`src/rtl/neuromorphic_x1_wb_ctrl.sv`:
```
// Wishbone-classic slave driving one NEUROMORPHIC_X1 macro: one bus transfer becomes one
// macro command, with a cycle-count timeout guarding against a macro that never completes.
module neuromorphic_x1_wb_ctrl #(
   parameter int unsigned TIMEOUT_CYCLES = 1023,
   parameter int unsigned CNT_W          = 10,
   parameter logic [31:0] TIMEOUT_DATA   = 32'hDEAD_0BAD
) (
   input  logic        CLKin,
   input  logic        RSTin,
   input  logic        wb_cyc_i,
   input  logic        wb_stb_i,
   input  logic        wb_we_i,
   input  logic [3:0]  wb_sel_i,
   input  logic [31:0] wb_adr_i,
   input  logic [31:0] wb_dat_i,
   output logic [31:0] wb_dat_o,
   output logic        wb_ack_o,
   output logic        mac_EN,
   output logic        mac_R_WB,
   output logic [31:0] mac_AD,
   output logic [31:0] mac_DI,
   output logic [3:0]  mac_SEL,
   input  logic [31:0] mac_DO,
   input  logic        mac_func_ack,
   output logic        busy_o,
   output logic        timeout_o,
   output logic [7:0]  to_count_o
);

   typedef enum logic [1:0] {S_IDLE, S_ISSUE, S_WAIT, S_RESP} state_t;

   localparam logic [CNT_W-1:0] TIMER_LAST = CNT_W'(TIMEOUT_CYCLES - 1);

   state_t           state;
   logic [CNT_W-1:0] timer;

   always_ff @(posedge CLKin or posedge RSTin) begin
      if (RSTin) begin
         state      <= S_IDLE;
         timer      <= '0;
         wb_dat_o   <= '0;
         wb_ack_o   <= 1'b0;
         mac_EN     <= 1'b0;
         mac_R_WB   <= 1'b0;
         mac_AD     <= '0;
         mac_DI     <= '0;
         mac_SEL    <= '0;
         busy_o     <= 1'b0;
         timeout_o  <= 1'b0;
         to_count_o <= '0;
      end else begin
         case (state)
            S_IDLE: begin
               if (wb_cyc_i && wb_stb_i && !wb_ack_o) begin
                  mac_AD   <= wb_adr_i;
                  mac_DI   <= wb_dat_i;
                  mac_SEL  <= wb_sel_i;
                  mac_R_WB <= ~wb_we_i;
                  mac_EN   <= 1'b1;
                  busy_o   <= 1'b1;
                  state    <= S_ISSUE;
               end
            end
            S_ISSUE: begin
               mac_EN <= 1'b0;
               timer  <= '0;
               state  <= S_WAIT;
            end
            S_WAIT: begin
               // Completion is checked before expiry so an ack on the last cycle still wins.
               // The ack is only raised if the master still holds the cycle open.
               if (mac_func_ack) begin
                  wb_ack_o <= wb_cyc_i;
                  wb_dat_o <= (wb_cyc_i && mac_R_WB) ? mac_DO : '0;
                  state    <= S_RESP;
               end else if (timer == TIMER_LAST) begin
                  timeout_o <= 1'b1;
                  if (to_count_o != 8'hFF)
                     to_count_o <= to_count_o + 8'd1;
                  wb_ack_o <= wb_cyc_i;
                  wb_dat_o <= (wb_cyc_i && mac_R_WB) ? TIMEOUT_DATA : '0;
                  state    <= S_RESP;
               end else begin
                  timer <= timer + 1'b1;
               end
            end
            S_RESP: begin
               wb_ack_o <= 1'b0;
               wb_dat_o <= '0;
               busy_o   <= 1'b0;
               state    <= S_IDLE;
            end
            default: state <= S_IDLE;
         endcase
      end
   end

endmodule

```
`config.mk`:
```
export PLATFORM = sky130hd
export DESIGN_NAME = neuromorphic_x1_wb_ctrl
export DESIGN_NICKNAME = d
export VERILOG_FILES = /design/src/rtl/neuromorphic_x1_wb_ctrl.sv
export SDC_FILE = /design/constraint.sdc
export NUM_CORES = 1
export LEC_CHECK = 0
export BUFFER_PORTS_ARGS = -buffer_cell sky130_fd_sc_hd__buf_2
export CORE_ASPECT_RATIO = 0.8
export CORE_MARGIN = 2
export CORE_UTILIZATION = 48
export CTS_CLUSTER_SIZE = 24
export DETAILED_ROUTE_END_ITERATION = 8
export HOLD_SLACK_MARGIN = 0.06
export PLACE_DENSITY = 0.8
export SYNTH_ARGS = -nofsm -noshare
export SYNTH_HDL_FRONTEND = slang
export SYNTH_SLANG_ARGS = --single-unit
```
`constraint.sdc`:
```
create_clock -name CLKin -period 6.85 [get_ports CLKin]
set_input_delay 2.055 -clock CLKin [delete_from_list [all_inputs] [get_ports CLKin]]
set_output_delay 2.055 -clock CLKin [all_outputs]
set_load 0.01 [all_outputs]
```
==> impl_results.md <==
* Mapped cell area at between 5000 and 6000 um2
* Clock buffer depth at 2
* Syn. warnings at 0
* Critical Path Start: mac_func_ack
* Total negative slack at 0 ns
* Clock Skews at 0.00799 ns
* Routed via count divided by cell count at between 5 and 6
* GRT overflow at 0
* Vias in the first global route at 4247
* Cells on Worst Hold Path at 1
* Peak supply drop at between 200 and 300 uV
* Hold path startpoint: timeout_o
* Post-CTS setup buffers at 0
* Routed WL at approximately 13 mm
* Sequential area share after synthesis at 0.602
* Crit end category: register
* DRC Markers at 0
* DRT iter0 DRCs at approximately 270
* XOR/XNOR share of the synthesized area at 0.00843
* Cells after synthesis at ~420
* Max FO, Critical Path at 39
* Status: finished, final reports clean
* Fraction of layout cells with a size suffix above 1 at 0.505
* Global-route wire length before repair at slightly above 20 mm
* R2R Setup Slk at a little over 4 ns
* Fmax at approximately 270 MHz
* Leading area contributor after synthesis: dfrtp_1
* Avg Inst Size Synth at 12.4 um2
* Worst-path clk slew at about 0.05 ns
* Num rows at 33
* Final Cycle Share at 0.546
* Leak at approximately 3.5 nW
* PwrDens at about 430 nW/um2
* DP Worst Slack at roughly 2.7 ns
* Hpwl dp at about 9 mm
* H-tree depth at 4
* Root buffer cell: clkbuf_16
* # diodes at 0
* Min-Delay Path Class: register to register
* Ranking of synthesized cells by area: dfrtp_1 (60%), mux2_2 (15%), o21ai_0 (5.0%), o31ai_1 (2.5%), nand2_1 (1.8%)
* Clock sink count at 125
* Num CTS Buffers at 17
* Distinct cells, synth at 34
* Setup WS post-layout at 3.11 ns
* Avg WL per Cell at roughly 16 um
* Worst-Margin Slew at about 1.0 ns
* Post-route minimum period at about 3.7 ns
* Post-synthesis mux area share at 0.161
* Drt first pass iters at 4
* GRT Total Usage at 0.222
* Die W at ~120 um
* Die height at roughly 97 um
* Number of max-cap violations at 0
* Nets at 747
* Main combinational cell family by area after synthesis: multiplexers
* Worst-case reg-to-reg path depth at 7
* Post-cts gate resize count at 0
* Port Buffers at between 200 and 250
* Fin. Hold Viols at 0
* Arrival @ worst endpoint at 3.97 ns
* Top-area cell type share of the netlist area at 0.602
* Relative slew slack at 0.303
* Post-synthesis adder-cell area fraction at 0.0169
* RSZ-0062 raised after global routing: no
* Reg2reg start: timer[0]
* Data required, critical path at approximately 7.1 ns
* DR vias at between 4000 and 5000
* CP startpoint kind: input pin
* Synth Area in Compound Gates at 0.0976
* Synthesis-stage register bit count at between 100 and 150
* Post-CTS Hold Fix Bufs at 0
* Post-DRT Antenna Nets at 0
* Placer Congestion at between 0.8 and 0.9
* Area grow syn2layout at 33.1%
* Net Count, Synth at 531
* Simple-gate portion of the synthesized area at 0.0841
* CTS tree: done
* Hold slack at between 0.4 and 0.5 ns
* Setup CP Type: input pin to register
* Ports at around 220
* # setup viols final at 0
* Core ar. at around 10000 um2
* Die area at 11700 um2
* Max-slew violations at 0
* Worst skew pair latency at 0.40 ns
* Initial Util at 0.499
* Initial antenna violation count at 0
* Pin count of the biggest net entering global routing at 76
==> cells in the mapped netlist <==
cell and n:
xor2_1 5, nor2_1 25, a31oi_1 5, nor3b_1 1, a311oi_1 1, nand2_1 25, o31ai_2 2, inv_1 7
nor3_1 1, a21oi_1 6, and2_1 2, and4_1 3, nand3b_1 1, o22ai_1 1, nor4_1 3, mux2i_1 5
nor2b_1 6, nand2b_1 4, buf_6 3, nand4b_1 1, o31ai_1 17, nand3_1 4, a41oi_1 1, nand4_1 7
nor4b_1 2, o21ai_0 52, mux2_2 70, o22a_1 1, buf_2 8, or2_1 1, clkbuf_1 14, and3_1 2
dfrtp_1 125, ha_1 7
==> path summary, 6_finish.rpt <==
| check | endpoint |
|---|---|
| hold reg to reg | timeout_o |
| min in group asynchronous | mac_DI[18] |
| hold / removal | timeout_o |
| setup / recovery | wb_dat_o[6] |
| setup reg to reg | wb_dat_o[6] |
| max in group asynchronous | wb_dat_o[15] |
==> worst max-delay path, cell delays in order <==
cell      delay (ns)
buf_2           0.12
nand2b_1        0.17
a31oi_2         0.15
buf_4           0.36
or2_1           0.85
o21ai_0         0.25
==> layout make-up <==
class / instances / area, um2
fill: 786 / 3490
clock buffer: 19 / 443
inverter: 7 / 28.8
multi-input combinational: 261 / 1920
sequential: 125 / 3130
clock inverter: 12 / 98.8
tap: 140 / 175
timing repair buffer: 222 / 1120
==> sequential cells by signal, indices dropped and copies added (netlist names) <==
name / flops
busy_o: 1
mac_AD: 32
mac_DI: 32
mac_EN: 1
mac_R_WB: 1
mac_SEL: 4
state: 2
timeout_o: 1
timer: 10
to_count_o: 8
wb_ack_o: 1
wb_dat_o: 32
==> logic make-up after synthesis <==
group	count (synthesis)
buf+inv	32
fa+ha+maj	7
simple gates	88
flops	125
compound gates	86
mux	75
xor+xnor	5
==> layer usage <==
layer  up-vias  GRT usage  share of wire
met4         0     0.0850          0.020
met2       159      0.378           0.50
li1       1916          -              -
met5         -          0              0
met3        23     0.0489          0.061
met1      2002      0.277           0.41
==> cell usage in the layout, fill, tap and decap left out, types with 5 or more instances in the layout <==
cell | netlist | layout
clkbuf_16 | 0 | 17
mux2i_1 | 5 | 5
nand2_1 | 25 | 25
nand4_1 | 7 | 7
mux2_2 | 70 | 70
nor2b_1 | 6 | 6
o31ai_1 | 17 | 17
o21ai_0 | 52 | 52
ha_1 | 7 | 7
inv_1 | 7 | 6
xor2_1 | 5 | 5
clkinv_2 | 0 | 6
dfrtp_1 | 125 | 125
buf_2 | 8 | 218
a21oi_1 | 6 | 6
nor2_1 | 25 | 25
==> metrics by stage <==
stage / instances / area, um2 / power (mW) / util
after floorplan: 418 / 5190 / 1.77 / -
after global placement: 755 / 6370 / 2.12 / 0.612
after detailed placement: 755 / 6370 / 2.18 / 0.612
after CTS: 786 / 6910 / 3.00 / 0.665
after global routing: 786 / 6910 / 3.15 / 0.665
final: 786 / 6910 / 2.97 / 0.665
==> power by group <==
group / internal [mW] / total, mW / switching (mW)
Sequential: 1.02 / 1.17 / 0.151
Combinational: 0.455 / 0.988 / 0.534
Clock: 0.502 / 0.811 / 0.309
No activity file was read; power rests on OpenSTA's default activity.
